===== src/rtl/spi_command_frontend_pkg.sv =====
// ============================================================================
// Module   : beagleg (package)
// Purpose  : Shared command codes, record geometry and error bit indices for
//            the SPI command frontend.
// Revision : 1.0  initial multi-channel release
// ============================================================================
`default_nettype none

package beagleg;

    localparam int MOTION_SEGMENT_BITS = 64;

    localparam logic [7:0] CMD_STATUS     = 8'h01;
    localparam logic [7:0] CMD_WRITE_FIFO = 8'h02;
    localparam logic [7:0] CMD_FLUSH_FIFO = 8'h03;

    localparam int ERR_UNKNOWN_CMD = 0;
    localparam int ERR_BAD_CHANNEL = 1;
    localparam int ERR_OVERFLOW    = 2;
    localparam int ERR_TRUNCATED   = 3;

    function automatic logic [15:0] channel_onehot(input logic [3:0] ch);
        return 16'(1) << ch;
    endfunction

endpackage

`default_nettype wire


===== src/rtl/spi_command_frontend_record_assembler.sv =====
// ============================================================================
// Module   : record_assembler
// Purpose  : Byte counter plus MSB-first staging shift register that flags
//            the byte completing a record.
// Revision : 1.0  initial release
// ============================================================================
`default_nettype none

module record_assembler #(
    parameter int RECORD_BYTES = 8
) (
    input  logic                      clk,
    input  logic                      rst,
    input  logic                      clear,
    input  logic                      byte_strobe,
    input  logic [7:0]                data_byte,
    output logic [RECORD_BYTES*8-1:0] record,
    output logic                      record_done,
    output logic                      pending
);

    localparam int c_cnt_w = (RECORD_BYTES > 1) ? $clog2(RECORD_BYTES) : 1;
    localparam int c_rec_w = RECORD_BYTES * 8;
    localparam logic [c_cnt_w-1:0] c_last = c_cnt_w'(RECORD_BYTES - 1);

    logic [c_cnt_w-1:0] r_count;
    logic [c_rec_w-1:0] r_staging;

    always_ff @(posedge clk) begin
        if (rst) begin
            r_count   <= '0;
            r_staging <= '0;
        end else if (clear) begin
            r_count <= '0;
        end else if (byte_strobe) begin
            // Earlier bytes drift upward, so byte 0 ends in the top lane.
            r_staging <= c_rec_w'({r_staging, data_byte});
            r_count   <= (r_count == c_last) ? '0 : r_count + 1'b1;
        end
    end

    assign record      = r_staging;
    assign record_done = byte_strobe && !clear && (r_count == c_last);
    assign pending     = (r_count != '0);

endmodule

`default_nettype wire


===== src/rtl/spi_command_frontend.sv =====
// ============================================================================
// Module   : spi_command_frontend
// Purpose  : Decodes SPI host commands, commits whole records to one of
//            several channel FIFOs and reports free slots / sticky errors.
// Revision : 1.0  initial multi-channel release
// ============================================================================
`default_nettype none

module spi_command_frontend
    import beagleg::*;
#(
    parameter int NUM_CHANNELS = 4,
    parameter int RECORD_BYTES = MOTION_SEGMENT_BITS / 8,
    parameter int SLOT_WIDTH   = 8
) (
    input  logic                             clk,
    input  logic                             rst,
    input  logic                             spi_cs,
    input  logic                             word_ready,
    input  logic [7:0]                       rx_byte,
    output logic [7:0]                       tx_byte,
    input  logic [NUM_CHANNELS*SLOT_WIDTH-1:0] free_slots,
    output logic [NUM_CHANNELS-1:0]          fifo_write_en,
    output logic [RECORD_BYTES*8-1:0]        fifo_record,
    output logic [NUM_CHANNELS-1:0]          fifo_flush,
    output logic [3:0]                       error_flags
);

    if (MOTION_SEGMENT_BITS % 8 != 0) begin : g_segment_bits_check
        $error("MOTION_SEGMENT_BITS must be a multiple of 8");
    end

    localparam int c_ch_w  = (NUM_CHANNELS > 1) ? $clog2(NUM_CHANNELS) : 1;
    localparam int c_idx_w = $clog2(NUM_CHANNELS + 2);
    localparam logic [c_idx_w-1:0] c_err_idx = c_idx_w'(NUM_CHANNELS);
    localparam logic [7:0] c_num_ch_byte = 8'(NUM_CHANNELS);

    typedef enum logic [2:0] {
        S_IDLE    = 3'd0,
        S_SELECT  = 3'd1,
        S_RECEIVE = 3'd2,
        S_STATUS  = 3'd3,
        S_DISCARD = 3'd4
    } state_t;

    state_t                  r_state;
    logic                    r_flush_mode;
    logic [c_ch_w-1:0]       r_channel;
    logic [c_idx_w-1:0]      r_status_idx;
    logic [NUM_CHANNELS-1:0] r_write_en;
    logic [NUM_CHANNELS-1:0] r_flush;
    logic [3:0]              r_err;

    logic                    w_rx_strobe;
    logic                    w_asm_strobe;
    logic                    w_asm_clear;
    logic                    w_asm_done;
    logic                    w_asm_pending;
    logic                    w_is_cmd;
    logic                    w_bad_channel;
    logic [SLOT_WIDTH-1:0]   w_sel_slots;
    logic [SLOT_WIDTH-1:0]   w_min_slots;
    logic [SLOT_WIDTH-1:0]   w_status_slots;
    logic [3:0]              w_err_set;
    logic                    w_err_clear;

    assign w_rx_strobe   = word_ready && !spi_cs;
    assign w_asm_strobe  = w_rx_strobe && (r_state == S_RECEIVE);
    assign w_asm_clear   = spi_cs || (r_state != S_RECEIVE);
    assign w_is_cmd      = (rx_byte == CMD_STATUS) || (rx_byte == CMD_WRITE_FIFO) ||
                           (rx_byte == CMD_FLUSH_FIFO);
    assign w_bad_channel = (rx_byte >= c_num_ch_byte);

    record_assembler #(
        .RECORD_BYTES (RECORD_BYTES)
    ) u_record_assembler (
        .clk         (clk),
        .rst         (rst),
        .clear       (w_asm_clear),
        .byte_strobe (w_asm_strobe),
        .data_byte   (rx_byte),
        .record      (fifo_record),
        .record_done (w_asm_done),
        .pending     (w_asm_pending)
    );

    always_comb begin
        w_sel_slots    = '0;
        w_status_slots = '0;
        w_min_slots    = '1;
        for (int k = 0; k < NUM_CHANNELS; k++) begin
            if (c_ch_w'(k) == r_channel)
                w_sel_slots = free_slots[k*SLOT_WIDTH +: SLOT_WIDTH];
            if (c_idx_w'(k) == r_status_idx)
                w_status_slots = free_slots[k*SLOT_WIDTH +: SLOT_WIDTH];
            if (free_slots[k*SLOT_WIDTH +: SLOT_WIDTH] < w_min_slots)
                w_min_slots = free_slots[k*SLOT_WIDTH +: SLOT_WIDTH];
        end
    end

    always_comb begin
        w_err_set                  = '0;
        w_err_set[ERR_UNKNOWN_CMD] = w_rx_strobe && (r_state == S_IDLE) && !w_is_cmd;
        w_err_set[ERR_BAD_CHANNEL] = w_rx_strobe && (r_state == S_SELECT) && w_bad_channel;
        w_err_set[ERR_OVERFLOW]    = w_asm_done && (w_sel_slots == '0);
        w_err_set[ERR_TRUNCATED]   = spi_cs && (r_state == S_RECEIVE) && w_asm_pending;
        w_err_clear = w_rx_strobe && (r_state == S_STATUS) && (r_status_idx == c_err_idx);
    end

    always_comb begin
        tx_byte = 8'h00;
        case (r_state)
            S_IDLE: tx_byte = 8'(w_min_slots);
            S_STATUS: begin
                if (r_status_idx < c_err_idx)
                    tx_byte = 8'(w_status_slots);
                else if (r_status_idx == c_err_idx)
                    tx_byte = {4'b0000, r_err};
            end
            default: tx_byte = 8'h00;
        endcase
    end

    always_ff @(posedge clk) begin
        if (rst) begin
            r_state      <= S_IDLE;
            r_flush_mode <= 1'b0;
            r_channel    <= '0;
            r_status_idx <= '0;
            r_write_en   <= '0;
            r_flush      <= '0;
            r_err        <= '0;
        end else begin
            r_write_en <= '0;
            r_flush    <= '0;
            // Set wins over a simultaneous status-read clear.
            r_err      <= (w_err_clear ? 4'b0000 : r_err) | w_err_set;

            if (w_asm_done && (w_sel_slots != '0))
                r_write_en <= NUM_CHANNELS'(channel_onehot(4'(r_channel)));

            if (spi_cs) begin
                r_state      <= S_IDLE;
                r_status_idx <= '0;
            end else if (word_ready) begin
                case (r_state)
                    S_IDLE: begin
                        if (rx_byte == CMD_STATUS) begin
                            r_state <= S_STATUS;
                        end else if (rx_byte == CMD_WRITE_FIFO) begin
                            r_state      <= S_SELECT;
                            r_flush_mode <= 1'b0;
                        end else if (rx_byte == CMD_FLUSH_FIFO) begin
                            r_state      <= S_SELECT;
                            r_flush_mode <= 1'b1;
                        end else begin
                            r_state <= S_DISCARD;
                        end
                    end
                    S_SELECT: begin
                        if (w_bad_channel) begin
                            r_state <= S_DISCARD;
                        end else if (r_flush_mode) begin
                            r_flush <= NUM_CHANNELS'(channel_onehot(4'(rx_byte[c_ch_w-1:0])));
                            r_state <= S_DISCARD;
                        end else begin
                            r_channel <= rx_byte[c_ch_w-1:0];
                            r_state   <= S_RECEIVE;
                        end
                    end
                    S_STATUS: begin
                        if (r_status_idx <= c_err_idx)
                            r_status_idx <= r_status_idx + 1'b1;
                    end
                    default: r_state <= r_state;
                endcase
            end
        end
    end

    assign fifo_write_en = r_write_en;
    assign fifo_flush    = r_flush;
    assign error_flags   = r_err;

endmodule

`default_nettype wire


===== config.mk =====
export PLATFORM = sky130hd
export DESIGN_NAME = spi_command_frontend
export DESIGN_NICKNAME = d
export VERILOG_FILES = /design/src/rtl/spi_command_frontend_pkg.sv /design/src/rtl/spi_command_frontend_record_assembler.sv /design/src/rtl/spi_command_frontend.sv
export SDC_FILE = /design/constraint.sdc
export NUM_CORES = 1
export LEC_CHECK = 0
export CORE_UTILIZATION = 35
export CTS_CLUSTER_SIZE = 40
export DETAILED_ROUTE_END_ITERATION = 16
export SYNTH_ARGS = -nofsm -noshare
export SYNTH_HDL_FRONTEND = slang
export SYNTH_HIERARCHICAL = 1
export SYNTH_SLANG_ARGS = --single-unit

===== constraint.sdc =====
create_clock -name clk -period 21.6 [get_ports clk]
set_input_delay 4.32 -clock clk [delete_from_list [all_inputs] [get_ports clk]]
set_output_delay 4.32 -clock clk [all_outputs]
set_load 0.05 [all_outputs]

==> results_tabular.tex, run 1 <==
\begin{tabular}{lr}
\hline
Metric & Value \\
\hline
\multicolumn{2}{l}{\textbf{Clock tree}} \\
\quad Clock transition at the register clock pins on the worst setup and hold paths after CTS & 0.06 ns \\
\quad Hold-fix buffers at CTS & 0 \\
\quad Clock Latency Late Sink & $\sim$0.34 ns \\
\quad Clk Tree Root Cell & clkbuf\_16 \\
\quad Deepest clock path buffer count & 2 \\
\quad Number of setup buffers added after CTS & 0 \\
\quad TritonCTS clock tree & built \\
\quad Clock H-tree levels & 3 \\
\quad Number of buffers inserted during clock tree synthesis & 9 \\
\quad Quantity of gates resized following cts & 0 \\
\quad Number of sinks on the clock net & 88 \\
\multicolumn{2}{l}{\textbf{Floorplanning}} \\
\quad Die X-Extent & around 120 um \\
\quad Area of the core & 12720 um2 \\
\quad Area of the die & 13630 um2 \\
\quad Row count & 41 \\
\quad Chip height & 116.7 um \\
\quad Effective utilization at floorplan & 36.21\% \\
\quad Count of boundary I/O pins & 128 \\
\multicolumn{2}{l}{\textbf{Worst hold path}} \\
\quad Hold EP & u\_record\_assembler/record[59]\$\_SDFFE\_PP0P\_ \\
\quad Hold path startpoint & u\_record\_assembler/record[59]\$\_SDFFE\_PP0P\_ \\
\quad Type of the most critical hold path & flip-flop to flip-flop \\
\quad Number of instances on the worst hold path & 2 \\
\multicolumn{2}{l}{\textbf{Route}} \\
\quad Detailed-routing wirelength on met1 & between 6 and 7 mm \\
\quad Routed length on met2 & 5.787 mm \\
\quad Number of design-rule violations left by the first detailed-router iteration & 238 \\
\quad Total via count after detailed routing & between 4000 and 5000 \\
\quad Wirelength, routed & between 10 and 15 mm \\
\quad Number of antenna-violating nets in the routed design & 0 \\
\quad Highest metal layer used by the detailed router & met4 \\
\quad Met3 routed wirelength & 837 um \\
\quad Pre-Repair DR Iteration Count & 4 \\
\quad Ratio of routed vias to standard cells & 5.021 \\
\quad Mean routed wirelength per cell & 14.95 um \\
\quad Number of remaining DRC errors & 0 \\
\multicolumn{2}{l}{\textbf{STA}} \\
\quad Final Slew Violations & 0 \\
\quad Final setup violation count & 0 \\
\quad Worst max-slew margin expressed relative to the limit & a little under a quarter \\
\quad Worst setup margin & approximately 6.0 ns \\
\quad Achievable Freq & 64.19 MHz \\
\quad Final worst clock skew & 0.01111 ns \\
\quad Crit share post-route & 72.13\% \\
\quad Worst-margin pin slew & 1.154 ns \\
\quad Fin. Hold Viols & 0 \\
\quad RSZ-0062 raised after global routing & no \\
\quad Shortest clock period the worst path allows after layout & 15.58 ns \\
\quad Post-Route Setup TNS & 0 ns \\
\multicolumn{2}{l}{\textbf{GRT}} \\
\quad Largest net degree at the start of global routing & 84 \\
\quad Grt total ovfl & 0 \\
\quad Via count of the first global-routing pass & approximately 4000 \\
\quad Wire length of the first global-routing pass & 20.73 mm \\
\quad Initial antenna violation count & 0 \\
\quad Overall track demand over capacity in global routing & 19.70\% \\
\multicolumn{2}{l}{\textbf{Job}} \\
\quad Max-cap violation count & 0 \\
\multicolumn{2}{l}{\textbf{Yosys}} \\
\quad Net count of the mapped netlist & between 600 and 700 \\
\quad Syn Area/Cell & 7.808 um2 \\
\quad Sequential fraction of the synthesis area & 38.24\% \\
\quad Synth top cells by count & nand2\_1, dfxtp\_1, a21oi\_1, nor2\_1, ha\_1 \\
\quad Total of flip-flops plus latches after synthesis & 88 \\
\quad Count of flip-flops with a built-in enable after synthesis & 0 \\
\quad Share of the synthesized area in the top cell type & about two fifths \\
\quad Netlist area before placement & 4607 um2 \\
\quad Number of distinct library cells after synthesis & 47 \\
\quad Largest cells by area after synthesis & dfxtp\_1, nand2\_1, a21oi\_1 \\
\quad Yosys warns & 6 \\
\quad Largest area contributor in the netlist & dfxtp\_1 \\
\quad Primary flip-flop cell chosen by synthesis mapping & dfxtp\_1 \\
\quad Most instantiated library cell after synthesis & nand2\_1 \\
\quad Cell count after synthesis & 590 \\
\quad Async set-reset flop share out of synthesis & 0\% \\
\multicolumn{2}{l}{\textbf{Placement}} \\
\quad Worst slack at placement & 6.022 ns \\
\quad IO buf count & 127 \\
\quad Estimated wirelength of the detail-placed design & 9.570 mm \\
\quad Final GP Congestion & about 0.86 \\
\quad Cell total after placement & 859 \\
\multicolumn{2}{l}{\textbf{Power}} \\
\quad Power density over cell area & roughly 62 nW/um2 \\
\quad Maximum resistive drop on vdd & 0.05686 mV \\
\quad Cell leakage power & 0.002246 uW \\
\multicolumn{2}{l}{\textbf{Final layout}} \\
\quad Fraction of final layout cells sized beyond drive strength 1 & 5.548\% \\
\quad Final Instance Count excl. Fillers & around 880 \\
\quad Diodes inserted & 0 \\
\quad Area Overhead vs Synth & 34.57\% \\
\quad \# nets final & 770 \\
\quad Post-layout util & 48.73\% \\
\multicolumn{2}{l}{\textbf{Critical path}} \\
\quad R2R Path Start & r\_state[1]\$\_SDFFE\_PP0P\_ \\
\quad Depth of the worst register-to-register path & 6 \\
\quad Maximum fanout count along the critical path & 9 \\
\quad R2r setup slk & 18.66 ns \\
\quad Critical path launch point type & input port \\
\quad Endpoint of the most critical register-to-register path & fifo\_write\_en[0]\$\_SDFF\_PP0\_ \\
\quad Endpoint class of the critical path & output port \\
\quad Worst setup path class & input port to output port \\
\quad Signal arrival time at the worst endpoint & 11.26 ns \\
\quad Critical Path RT & between 15 and 20 ns \\
\multicolumn{2}{l}{\textbf{Run status}} \\
\quad Outcome & finished, final reports clean \\
\hline
\end{tabular}
==> worst max-delay path, stage by stage <==
cell and delay (ns):
clkdlybuf4s50_1 0.50, inv_1 0.08, ha_1 0.29, a211oi_1 0.26
nor2_1 0.09, a311o_1 0.36, nand2_2 0.20, mux2_2 0.37
inv_1 0.06, ha_1 0.23, a211oi_1 0.26, nor2_1 0.10
nor4_1 0.41, and4_1 0.26, a311o_1 0.40, mux2i_1 0.32
ha_1 0.30, a21o_1 0.16, a21o_1 0.16, a211oi_1 0.43
o31a_1 0.26, a31oi_4 0.08, mux2_2 0.32, o21ai_1 0.19
clkdlybuf4s50_1 0.84
==> worst max-delay path by stage <==
stage	slack, ns	end	startpoint	cells after the start
after floorplan	7.33	tx_byte[0]	free_slots[5]	24
after global placement	6.18	tx_byte[3]	free_slots[5]	25
after detailed placement	6.02	tx_byte[3]	free_slots[5]	25
after CTS	6.01	tx_byte[3]	free_slots[5]	25
after global routing	5.61	tx_byte[3]	free_slots[5]	25
final	6.02	tx_byte[3]	free_slots[5]	25
==> layout by cell type, fill, tap and decap left out, types with 2 or more instances in the layout <==
master	Yosys	final
a211oi_1	4	4
mux2_2	14	14
and3b_1	4	4
clkbuf_16	0	9
o21ai_1	7	7
nor2_1	31	31
nor3_1	20	20
nand4_1	4	4
inv_1	27	27
buf_4	0	2
clkdlybuf4s50_1	0	126
nor3b_1	3	3
ha_1	28	28
a22o_1	3	3
nor4_1	8	8
a21oi_1	87	87
inv_6	0	2
mux2i_1	16	16
nor4b_1	3	3
nand3_1	3	3
nand2b_1	5	4
a22oi_1	4	4
nand2_1	152	152
xnor2_1	2	2
and2_1	3	3
o21ai_0	15	15
dfxtp_1	88	88
nor2b_1	3	3
a21o_1	3	3
and3_1	4	4
a311o_1	2	2
==> area by class of cell <==
class | count | area, um2
inverter | 27 | 101.3
tap | 172 | 215.2
clock buffer | 11 | 242.7
timing repair buffer | 129 | 1281
multi-input combinational | 443 | 2559
sequential | 88 | 1762
clock inverter | 5 | 38.79
fill | 1309 | 6523
==> metrics by stage <==
stage,cell area (um2),power [uW],hold WS [ns]
6_report,6200,387.4,0.4586
5_1_grt,6200,405.0,0.4873
4_1_cts,6200,391.7,0.4599
3_5_place_dp,5918,243.9,0.4499
3_3_place_gp,5918,243.4,0.4441
2_1_floorplan,4607,217.6,0.5002
==> metal layers <==
layer  up-vias  GRT usage, %
met4         0         5.823
met1      2042         26.65
li1       2233             -
met5         -             0
met2       109         30.18
met3         9         5.864
==> kinds of logic (layout without fill, tap and decap cells) <==
logic type | after synthesis | in the layout | synth area share [%]
DFF | 88 | 88 | 38.24
xor gates and xnor gates | 2 | 2 | 0.3803
adders and majority gates | 28 | 28 | 7.605
buffers and inverters | 59 | 172 | 6.301
muxes | 30 | 30 | 6.898
and+or+nand+nor | 250 | 250 | 24.09
AOI/OAI and AO/OA | 133 | 133 | 16.49
==> where the power goes <==
part	internal [uW]	leakage (uW)	switching, uW	total [uW]
combinational	32.9	0.00140	44.9	77.8
sequential	162	0.000709	0.281	163
clock	81.9	0.000137	65.0	147
total	277	0.00225	110	387
==> registers in the layout (all words and copies together), names as in the netlist <==
signal                      count
u_record_assembler/record      64
u_record_assembler/r_count      3
r_flush_mode                    1
r_status_idx                    3
error_flags                     4
fifo_flush                      4
r_channel                       2
r_state                         3
fifo_write_en                   4
(Power assumes the default switching activity.)
==> run 2, diff against run 1 <==
Clock period 21.6 ns to 13.75 ns, I/O delays scaled along.
==> run 2 against run 1 <==
Combinational power up 57%. Power up 64%. Flip-flop and latch count unchanged. Die area unchanged. Sequential share of layout area down 0.12 points. Hold slack better by 0.0020 ns. Non-clock buffer count unchanged. Largest cell class unchanged. Highest routed layer unchanged.
==> results_tabular.tex, run 2 (synthesis results as in run 1) <==
\begin{tabular}{lr}
\hline
Metric & Value \\
\hline
\multicolumn{2}{l}{\textbf{Clock tree}} \\
\quad Clock H-tree levels & 3 \\
\quad TritonCTS clock tree & built \\
\quad Number of buffers inserted during clock tree synthesis & 9 \\
\quad Hold-fix buffers at CTS & 0 \\
\quad Clk Tree Root Cell & clkbuf\_16 \\
\quad Quantity of gates resized following cts & 0 \\
\quad Deepest clock path buffer count & 2 \\
\quad Clock Latency Late Sink & 0.34 ns \\
\quad Clock transition at the register clock pins on the worst setup and hold paths after CTS & 0.06 ns \\
\quad Number of sinks on the clock net & 88 \\
\quad Number of setup buffers added after CTS & 0 \\
\multicolumn{2}{l}{\textbf{Final layout}} \\
\quad Diodes inserted & 0 \\
\quad Most frequent standard cell in the layout excluding fill and tap cells & nand2\_1 \\
\quad Fraction of final layout cells sized beyond drive strength 1 & 5.421\% \\
\quad Largest register FFs & 64 \\
\quad Post-layout util & 48.94\% \\
\quad Area Overhead vs Synth & 35.14\% \\
\quad \# nets final & 770 \\
\quad Commonest cells after routing, fill and taps aside & nand2\_1, clkdlybuf4s50\_1, dfxtp\_1 \\
\quad Fill cell count & 1307 \\
\multicolumn{2}{l}{\textbf{GRT}} \\
\quad Initial antenna violation count & 0 \\
\quad Overall track demand over capacity in global routing & between 10\% and 20\% \\
\quad Via count of the first global-routing pass & 4035 \\
\quad Largest net degree at the start of global routing & between 80 and 90 \\
\quad Grt total ovfl & 0 \\
\quad Wire length of the first global-routing pass & 20.66 mm \\
\multicolumn{2}{l}{\textbf{Floorplanning}} \\
\quad Row count & 41 \\
\quad Area of the die & 13630 um2 \\
\quad Count of boundary I/O pins & approximately 130 \\
\quad Area of the core & 12720 um2 \\
\quad Chip height & roughly 120 um \\
\quad Effective utilization at floorplan & between 30 and 40\% \\
\quad Die X-Extent & approximately 120 um \\
\multicolumn{2}{l}{\textbf{STA}} \\
\quad Fin. Hold Viols & 0 \\
\quad Shortest clock period the worst path allows after layout & 12.51 ns \\
\quad Crit share post-route & 90.98\% \\
\quad Post-Route Setup TNS & 0 ns \\
\quad Worst-margin pin slew & 1.146 ns \\
\quad Achievable Freq & 79.94 MHz \\
\quad Worst setup margin & 1.241 ns \\
\quad Worst max-slew margin expressed relative to the limit & a little under a quarter \\
\quad RSZ-0062 raised after global routing & no \\
\quad Final Slew Violations & 0 \\
\quad Final worst clock skew & 0.008397 ns \\
\quad Final setup violation count & 0 \\
\multicolumn{2}{l}{\textbf{Route}} \\
\quad Total via count after detailed routing & 4384 \\
\quad Number of antenna-violating nets in the routed design & 0 \\
\quad Number of design-rule violations left by the first detailed-router iteration & roughly 240 \\
\quad Wirelength, routed & between 10 and 15 mm \\
\quad Number of remaining DRC errors & 0 \\
\quad Ratio of routed vias to standard cells & 5.022 \\
\quad Pre-Repair DR Iteration Count & 4 \\
\quad Mean routed wirelength per cell & $\sim$15 um \\
\multicolumn{2}{l}{\textbf{Worst hold path}} \\
\quad Number of instances on the worst hold path & 2 \\
\quad Hold path startpoint & u\_record\_assembler/record[59]\$\_SDFFE\_PP0P\_ \\
\quad Hold EP & u\_record\_assembler/record[59]\$\_SDFFE\_PP0P\_ \\
\quad Type of the most critical hold path & flip-flop to flip-flop \\
\multicolumn{2}{l}{\textbf{Run status}} \\
\quad Outcome & finished, final reports clean \\
\multicolumn{2}{l}{\textbf{Placement}} \\
\quad Estimated wirelength of the detail-placed design & 9.582 mm \\
\quad IO buf count & 127 \\
\quad Final GP Congestion & 0.8641 \\
\quad Worst slack at placement & 1.280 ns \\
\multicolumn{2}{l}{\textbf{Critical path}} \\
\quad Worst setup path class & input port to output port \\
\quad Critical Path RT & 11.00 ns \\
\quad Critical path launch point type & input port \\
\quad Maximum fanout count along the critical path & 9 \\
\quad R2R Path Start & r\_state[1]\$\_SDFFE\_PP0P\_ \\
\quad Signal arrival time at the worst endpoint & 9.76 ns \\
\quad Endpoint class of the critical path & output port \\
\quad R2r setup slk & about 11 ns \\
\quad Depth of the worst register-to-register path & 6 \\
\quad Endpoint of the most critical register-to-register path & fifo\_write\_en[0]\$\_SDFF\_PP0\_ \\
\multicolumn{2}{l}{\textbf{Power}} \\
\quad Maximum resistive drop on vdd & 0.08465 mV \\
\quad Power density over cell area & just over 100 nW/um2 \\
\quad Cell leakage power & 0.002261 uW \\
\multicolumn{2}{l}{\textbf{Job}} \\
\quad Max-cap violation count & 0 \\
\hline
\end{tabular}
==> run 2: cell count changes in the layout (fill, tap and decap cells not counted), sizes merged <==
| cell | previous run | this run |
|---|---|---|
| clkinvlp | 1 | 0 |
| clkbuf | 11 | 9 |
| inv | 29 | 28 |
| bufinv | 0 | 2 |
==> run 2: power by group <==
| group | total (uW) | internal [uW] | leakage, uW | switching, uW |
|---|---|---|---|---|
| logic | 122 | 51.7 | 0.00140 | 70.3 |
| registers | 256 | 255 | 0.000709 | 0.483 |
| clock network | 256 | 158 | 0.000152 | 98.3 |
| total | 634 | 465 | 0.00226 | 169 |
==> run 2: routing by layer <==
| metal | track usage, % | wire length, um |
|---|---|---|
| met1 | 26.98 | 6109 |
| met2 | 29.51 | 5700 |
| met3 | 5.501 | 1019 |
| met4 | 5.316 | 134 |
| met5 | 0 | 0 |
==> run 2: layout make-up <==
class	count	area, um2	share of cell area (%)
multi-input cells	443	2559	41.10
flip-flops and latches	88	1762	28.30
repair buffers	129	1281	20.58
clock buffers	9	225.2	3.617
well taps	172	215.2	3.457
inverters	27	101.3	1.628
clock inverters	5	82.58	1.326
==> run 2: worst max-delay path by stage <==
stage	startpoint	endpoint	slack, ns
finish	free_slots[5]	tx_byte[3]	1.24
global route	free_slots[5]	tx_byte[3]	0.91
CTS	free_slots[5]	tx_byte[3]	1.26
detailed placement	free_slots[5]	tx_byte[3]	1.28
global placement	free_slots[5]	tx_byte[3]	1.47
floorplan	free_slots[5]	tx_byte[0]	2.62
==> run 2: worst max-delay path, cell delays in order <==
cell and delay, ns:
clkdlybuf4s50_1 0.51, inv_1 0.08, ha_1 0.29, a211oi_1 0.25, nor2_1 0.09, a311o_1 0.36
nand2_2 0.19, mux2_2 0.37, inv_1 0.06, ha_1 0.23, a211oi_1 0.26, nor2_1 0.10
nor4_1 0.42, and4_1 0.26, a311o_1 0.40, mux2i_1 0.33, ha_1 0.29, a21o_1 0.16
a21o_1 0.16, a211oi_1 0.44, o31a_1 0.26, a31oi_4 0.08, mux2_2 0.33, o21ai_1 0.21
clkdlybuf4s50_1 0.85
==> run 2: metrics by stage <==
stage	power, uW	hold WS, ns	cells	cell area, um2
after floorplan	341.8	0.5002	590	4607
final	633.7	0.4606	873	6226
after CTS	639.3	0.4657	873	6226
after global routing	659.6	0.4846	873	6226
after detailed placement	383.2	0.4550	859	5918
after global placement	382.4	0.4441	859	5918
